--- config.mk ---
export PLATFORM = sky130hd
export DESIGN_NAME = sram_arbiter
export DESIGN_NICKNAME = d
export VERILOG_FILES = /design/src/rtl/sram_arbiter.sv
export SDC_FILE = /design/constraint.sdc
export NUM_CORES = 1
export LEC_CHECK = 0
export ABC_AREA = 1
export BUFFER_PORTS_ARGS = -buffer_cell sky130_fd_sc_hd__buf_2
export CAP_MARGIN = 15
export CORE_MARGIN = 3
export CORE_UTILIZATION = 44
export CTS_BUF_LIST = sky130_fd_sc_hd__clkbuf_2 sky130_fd_sc_hd__clkbuf_4 sky130_fd_sc_hd__clkbuf_8
export CTS_CLUSTER_DIAMETER = 120
export DETAILED_ROUTE_END_ITERATION = 6
export PLACE_DENSITY = 0.76
export SLEW_MARGIN = 20
export SYNTH_ARGS = -nofsm -noshare
export SYNTH_HDL_FRONTEND = slang
export SYNTH_SLANG_ARGS = --single-unit
--- constraint.sdc ---
create_clock -name clk -period 2.37 [get_ports clk]
set_input_delay 0.1185 -clock clk [delete_from_list [all_inputs] [get_ports clk]]
set_output_delay 0.1185 -clock clk [all_outputs]
set_load 0.005 [all_outputs]
--- src/rtl/sram_arbiter.sv ---
// Two-port round-robin arbiter in front of a single SRAM controller port.
// Bounded bursts per grant, registered issue stage, tagged read-return pipeline.
module sram_arbiter #(
    parameter int ADDR_BITS    = 20,
    parameter int DATA_BITS    = 16,
    parameter int MAX_BURST    = 8,
    parameter int READ_LATENCY = 2
) (
    input  logic                 clk,
    input  logic                 reset,
    input  logic                 p0_valid,
    output logic                 p0_ready,
    input  logic                 p0_we,
    input  logic [ADDR_BITS-1:0] p0_addr,
    input  logic [DATA_BITS-1:0] p0_wdata,
    output logic [DATA_BITS-1:0] p0_rdata,
    output logic                 p0_rvalid,
    input  logic                 p1_valid,
    output logic                 p1_ready,
    input  logic                 p1_we,
    input  logic [ADDR_BITS-1:0] p1_addr,
    input  logic [DATA_BITS-1:0] p1_wdata,
    output logic [DATA_BITS-1:0] p1_rdata,
    output logic                 p1_rvalid,
    output logic                 mem_valid,
    output logic                 mem_we,
    output logic [ADDR_BITS-1:0] mem_addr,
    output logic [DATA_BITS-1:0] mem_wdata,
    input  logic [DATA_BITS-1:0] mem_read_data
);
    localparam int DEPTH = 1 + READ_LATENCY;

    typedef enum logic [1:0] {IDLE, GRANT0, GRANT1} state_t;

    state_t     state, state_nxt;
    logic       last, last_nxt;
    logic [7:0] burst_cnt, burst_nxt, burst_inc;
    logic       acc0, acc1, acc, acc_we;
    logic       own_valid, oth_valid;

    logic [DEPTH-1:0] tag_vld, tag_port;

    assign p0_ready = (state == GRANT0);
    assign p1_ready = (state == GRANT1);
    assign acc0     = p0_valid & p0_ready;
    assign acc1     = p1_valid & p1_ready;
    assign acc      = acc0 | acc1;
    assign acc_we   = acc1 ? p1_we : p0_we;

    always_comb begin
        state_nxt = state;
        last_nxt  = last;
        burst_nxt = burst_cnt;
        own_valid = (state == GRANT1) ? p1_valid : p0_valid;
        oth_valid = (state == GRANT1) ? p0_valid : p1_valid;
        burst_inc = burst_cnt + {7'd0, acc};
        case (state)
            IDLE: begin
                if (p0_valid && (!p1_valid || last)) begin
                    state_nxt = GRANT0;
                    last_nxt  = 1'b0;
                    burst_nxt = 8'd0;
                end else if (p1_valid) begin
                    state_nxt = GRANT1;
                    last_nxt  = 1'b1;
                    burst_nxt = 8'd0;
                end
            end
            GRANT0, GRANT1: begin
                burst_nxt = burst_inc;
                if (!own_valid || (acc && burst_inc == 8'(MAX_BURST))) begin
                    // Hand over directly when the other side waits; otherwise re-grant or idle.
                    burst_nxt = 8'd0;
                    if (oth_valid) begin
                        state_nxt = (state == GRANT0) ? GRANT1 : GRANT0;
                        last_nxt  = (state == GRANT0);
                    end else if (!own_valid) begin
                        state_nxt = IDLE;
                    end
                end
            end
            default: state_nxt = IDLE;
        endcase
    end

    always_ff @(posedge clk) begin
        if (reset) begin
            state     <= IDLE;
            last      <= 1'b1;
            burst_cnt <= 8'd0;
        end else begin
            state     <= state_nxt;
            last      <= last_nxt;
            burst_cnt <= burst_nxt;
        end
    end

    always_ff @(posedge clk) begin
        if (reset) begin
            mem_valid <= 1'b0;
            mem_we    <= 1'b0;
            mem_addr  <= '0;
            mem_wdata <= '0;
        end else begin
            mem_valid <= acc;
            if (acc) begin
                mem_we    <= acc_we;
                mem_addr  <= acc1 ? p1_addr  : p0_addr;
                mem_wdata <= acc1 ? p1_wdata : p0_wdata;
            end
        end
    end

    // Tag slot k holds the beat accepted k+1 cycles ago; the tail lines up with mem_read_data.
    always_ff @(posedge clk) begin
        if (reset) begin
            tag_vld   <= '0;
            tag_port  <= '0;
            p0_rvalid <= 1'b0;
            p1_rvalid <= 1'b0;
            p0_rdata  <= '0;
            p1_rdata  <= '0;
        end else begin
            tag_vld   <= {tag_vld[DEPTH-2:0], acc & ~acc_we};
            tag_port  <= {tag_port[DEPTH-2:0], acc1};
            p0_rvalid <= tag_vld[DEPTH-1] & ~tag_port[DEPTH-1];
            p1_rvalid <= tag_vld[DEPTH-1] &  tag_port[DEPTH-1];
            if (tag_vld[DEPTH-1] && !tag_port[DEPTH-1]) p0_rdata <= mem_read_data;
            if (tag_vld[DEPTH-1] &&  tag_port[DEPTH-1]) p1_rdata <= mem_read_data;
        end
    end
endmodule

**Yosys cells after proc, flatten, opt, wreduce, memory -nomap -nowiden**

Cells that the tools add are included.

- Register bits: 89
- Input bits: 94
- Word-level logic and storage cells: 65

- Add/sub/neg operators: 1
- Eq/ne operators: 7
- Mux-type cells: 21
- Bitwise logic cells: 8
- Reductions and logical operators: 15

Operators with widths:

| cell | number |
|---|---|
| 8-bit 2-to-1 mux | 3 |
| 20-bit 2-to-1 mux | 1 |
| 16-bit 2-to-1 mux | 1 |
| 8-bit case mux with 2 select lines | 1 |
| 2-bit 2-to-1 mux | 6 |
| 8-bit by 1-bit adder with 8-bit output | 1 |
| 8-bit by 4-bit equality test with 1-bit output (second input constant) | 1 |
| 1-bit 2-to-1 mux | 7 |
| 3-bit inequality test (second input constant) | 2 |
| 1-bit bitwise AND | 5 |
| 1-bit logical AND | 4 |
| 2-bit inequality test (second input constant) | 2 |
| 2-bit case mux with 2 select lines | 1 |
| 4-bit AND reduction | 1 |
| 1-bit logical NOT | 3 |
| 3-bit AND reduction | 1 |
| 2-bit by 1-bit equality test with 1-bit output (second input constant) | 1 |
| 2-bit equality test (second input constant) | 1 |
| 2-bit logical NOT | 1 |
| 1-bit logical OR | 2 |
| 1-bit NOT | 2 |
| 1-bit case mux with 2 select lines | 1 |
| 2-bit AND reduction | 1 |
| 2-bit nonzero test | 1 |
| other kinds (2) | 2 |

**Longest topological paths before layout**

- Depth in word-level cells: 9
- Gate-level depth with buffers: 18

**Worst setup path after synthesis**

No wires, ideal clock.

- Path kind: reg-to-reg
- From: register state[0]
- To: register state[0]
- Arrival time: 2,108 ps
- Required time: 2,257 ps
- Setup slack: 149 ps
- Stages on the path, launching flop included: 17
- Cell sequence: dfxtp_1 inv_1 ha_1 nand2_2 nand2_2 ha_1 ha_1 nor2_1 nand2_1 nor2_1 nand2_1 nor2_2 nand3_2 nand2_4 nand3_4 nor2_1 nor2_1

- Longest elaborated chain between the ends: 9
- Elaborated cells between the ends (all ways): 22
- Classes of those cells: add/sub: 1; eq/ne: 6; mux: 6; bitwise: 3; reduce/logical: 6

RTL lines:

| item | RTL line | text |
|---|---|---|
| from (decl) | 35 | `state_t state, state_nxt;` |
| from (signal assigned) | 92 | `state <= state_nxt;` |
| 2-bit equality test (*) | 44 | `assign p1_ready = (state == GRANT1);` |
| named net p1_ready | 19 | `output logic p1_ready,` |
| 1-bit bitwise AND (*) | 46 | `assign acc1 = p1_valid & p1_ready;` |
| 1-bit bitwise OR (*) | 47 | `assign acc = acc0 \| acc1;` |
| named net acc | 38 | `logic acc0, acc1, acc, acc_we;` |
| 8-bit by 1-bit adder with 8-bit output | 56 | `burst_inc = burst_cnt + {7'd0, acc};` |
| 8-bit by 4-bit equality test with 1-bit output | 71 | `if (!own_valid \|\| (acc && burst_inc == 8'(MAX_BURST))) begin` |
| 1-bit logical AND (*) | 71 |  |
| 1-bit logical OR (*) | 71 |  |
| 2-bit inequality test (no source line) (*) | n/a |  |
| 3-bit AND reduction (no source line) (*) | n/a |  |

Mark *: on every way through the listed nets, which the timed path passes. The rest lies on a longest branch. The select of a mux whose other input is x is not followed.
A chain may end at the register's enable or synchronous reset.

**Worst setup path in the final report**

- From: register state[0]
- To: register state[1]

- Longest elaborated chain between the ends: 9
- Elaborated cells between the ends (all ways): 22
- Classes of those cells: add/sub: 1; eq/ne: 6; mux: 6; bitwise: 3; reduce/logical: 6

RTL lines:

| item | RTL line |
|---|---|
| 2-bit by 1-bit equality test with 1-bit output / 2-bit equality test (equally long branches) | 43, 44 |
| 1-bit bitwise AND (on tied branches) | 45, 46 |
| 1-bit bitwise OR (*) | 47 |
| named net acc | 38 |
| 8-bit by 1-bit adder with 8-bit output | 56 |
| 8-bit by 4-bit equality test with 1-bit output | 71 |
| 1-bit logical AND (*) | 71 |
| 1-bit logical OR (*) | 71 |
| 2-bit inequality test (no source line) (*) | n/a |
| 3-bit AND reduction (no source line) (*) | n/a |

Marks and branches as above.

==> reports/results.txt <==
Status = completed
Post-synthesis compound-gate area fraction = 0.162
Post-Synth XOR/XNOR Area = 0.00232
Ports = 168
Syn Inst Count = 532
Root buffer cell = clkbuf_8
Clock latency on the worst-skew pair = 0.35 ns
CTS H-tree depth = 3
Die X = 98.7 microns
First-pass detailed-route iteration total = 4
Lkg Pwr = 0.00236 uW
Placed wire-length estimate = 7.24 mm
Total area of sequential cells = 0.00179 sq mm
Arr. time, crit path = 2.44 ns
Mux cell area share after synthesis = 0
FFs w/ async S/R, synth = 0
Via count of the first global-routing pass = 3,616
Design area = 0.00501 sq mm
Switching share of power = 0.343
Pwr/cell area = 829 mW/mm^2
P_sw = 1420 uW
Most frequently used flop master after synthesis = dfxtp_1
Pin count of the biggest net entering global routing = 53
Worst setup path category = flip-flop to flip-flop
Clk_skew = 0.0134 ns
P_int = 2730 uW
Pre-CTS setup slack = -0.0460 ns
Max Fclk = 465 MHz
Sequential share of power = 0.436
Synthesized area = 0.00378 sq mm
CTS tree = built
Layout cells sized above 1 = 0.317
DR WL/cell = 12.4 microns
Tot GR Track Use = 0.196
Comb pwr share = 0.304
Syn avg cell area = 7.11 sq um
Die Area = 0.00974 sq mm
Initial core utilization = 0.455
Ant diodes = 0
Setup violators final = 0
Avg Vias per Cell = 4.91
WHS = 0.0194 ns
ANT nets after route = 0
# DRC = 0
CP endpoint kind = flip-flop
Fill cells = 804
Clock slew at reported path FFs = 0.10 ns
Hold Fails Final Rpt = 0
Max FO, Critical Path = 4
Synth area leaders = dfxtp_1, nor2_1, nand2_1
Startpoint types = flip-flop
Final setup margin = 0.218 ns
DR vias = 3,939
VDD IR max = 0.477 mV
Hold Path Class = input port to flip-flop
Global-route wire length before repair = 16.0 mm
Post-Synth Adder-Cell Area = 0.0199
DRC violation total after the first TritonRoute iteration = 128
Die H = 98.7 microns
Area of the multi-input gates = 0.00184 sq mm
PortBufs = 167
RSZ-0062 raised after global routing = no
Post-synth top area share = 0.471
Tcrit/Tclk final = 0.908
CTS buffer count = 9
Core region area = 0.00830 sq mm
Syn_nets = 632
Row cnt = 33
Nets = 793
GRT overflow = 0
Initial antenna violation count = 0
Slew @ Worst Pin = 0.910 ns
MaxCap Viol Count = 0
Slew HR = 0.392
Post-synth EDFFs = 0
Synth area leader = dfxtp_1
Synth Area in Simple Gates = 0.284
Max-slew violation count = 0
Commonest cells in the netlist = nor2_1, dfxtp_1, nand2_1
Yosys warnings = 0
Synth Register Bits = 89
Largest family of logic cells by synthesized area = simple AND/OR/NAND/NOR gates
Library cells used by synthesis = 31
R2R Setup Slk = 0.22 ns
CTS sink count = 89
Clock Tree Buf Depth = 2
Placement Cell Area = 0.00468 sq mm
Count leader, synth = nor2_1
Required time worst endpoint = 2.66 ns
Area Growth Syn to Fin = 32.5%
Post-Route WL = 9.92 mm
Sequential area share after synthesis = 0.471
Clk pwr share = 0.260
DP Cell Count = 782
Final Critical Period = 2.15 ns
GPL Wtd Cong = 0.824
Non-Filler Instances = 803
==> final cells by class <==
| class | instances | area share |
|---|---|---|
| clock buffers | 9 | 0.0247 |
| clock inverters | 7 | 0.0165 |
| inverters | 29 | 0.0217 |
| multi-input cells | 387 | 0.368 |
| flip-flops and latches | 89 | 0.357 |
| well taps | 105 | 0.0262 |
| repair buffers | 177 | 0.186 |
==> worst paths after layout <==
check,to,cells past startpoint,from
worst max-delay path,state[1],17,state[0]
worst min-delay path,p0_rdata[1],3,mem_read_data[1]
worst max register to register,state[1],17,state[0]
worst min register to register,tag_port[2],2,tag_port[1]
==> per-layer routing <==
| metal | up-vias | routed length [microns] | GRT usage |
|---|---|---|---|
| li1 | 2023 | - | - |
| met5 | - | 0 | 0 |
| met1 | 1744 | 4230 | 0.233 |
| met3 | 13 | 946 | 0.0637 |
| met4 | 0 | 131 | 0.0630 |
| met2 | 159 | 4610 | 0.333 |
==> through the flow <==
step	total power (uW)	util	setup TNS [ns]
floorplan	2600	-	0
global placement	3010	0.564	0
detailed placement	3040	0.564	-0.180
CTS	4150	0.597	0
global route	4440	0.604	0
finish	4160	0.604	0
==> cell families after synthesis <==
logic type | after synthesis
buffers and inverters | 56
DFF | 89
adders and majority gates | 6
and+or+nand+nor | 261
AOI/OAI and AO/OA | 119
xor gates and xnor gates | 1
==> placed cells by master, fill, tap and decap left out, types with 2 or more instances in the layout <==
master,Yosys,routed
nand4_1,3,3
clkinv_1,2,2
inv_6,0,2
nand3_1,9,9
ha_4,0,3
clkbuf_8,0,9
ha_1,6,2
nor2_4,2,2
a31oi_1,5,5
o21ai_1,11,11
o21ai_0,59,59
dlygate4sd3_1,0,4
nand3_4,1,2
dfxtp_1,89,87
inv_8,0,2
nor2_2,3,5
nand2_2,5,4
nand2_1,81,80
inv_2,3,5
buf_4,0,5
buf_2,2,167
nor2_1,151,149
a21oi_1,40,40
nand2_4,1,3
inv_1,24,22
==> sequential cells by signal (all words and copies together) (netlist names) <==
register,count
p1_rdata,16
mem_wdata,16
mem_valid,1
p0_rdata,16
tag_vld,3
mem_we,1
tag_port,3
mem_addr,20
p1_rvalid,1
p0_rvalid,1
burst_cnt,8
last,1
state,2
==> worst max-delay path, stage by stage (launching register included) <==
cell     delay (ns)
dfxtp_4        0.39
inv_2          0.05
ha_2           0.18
nand2_2        0.08
nand2_4        0.06
ha_4           0.18
ha_4           0.21
nor2_1         0.08
nand2_1        0.06
nor2_1         0.11
nand2_1        0.07
nor2_2         0.11
nand3_2        0.08
nand2_4        0.10
nand3_4        0.09
nand2_1        0.06
nand2_1        0.04
nor2_1         0.12
==> power groups by stage <==
stage / logic, uW / clock network [uW] / registers [uW]
2_1_floorplan: 756 / 0 / 1840
3_3_place_gp: 1190 / 0 / 1820
3_5_place_dp: 1210 / 0 / 1830
4_1_cts: 1230 / 1110 / 1810
5_1_grt: 1420 / 1180 / 1840
6_report: 1260 / 1080 / 1810
==> what timing repair did <==
item | in CTS | in global routing
hold endpoints to repair | 4 | 0
pin swaps | 1 | 10
hold buffers | 4 | 0
buffers inserted | 0 | 1
resized for setup | 6 | 13
setup endpoints to repair | 10 | 10
Power figures use the tool's default switching activity.
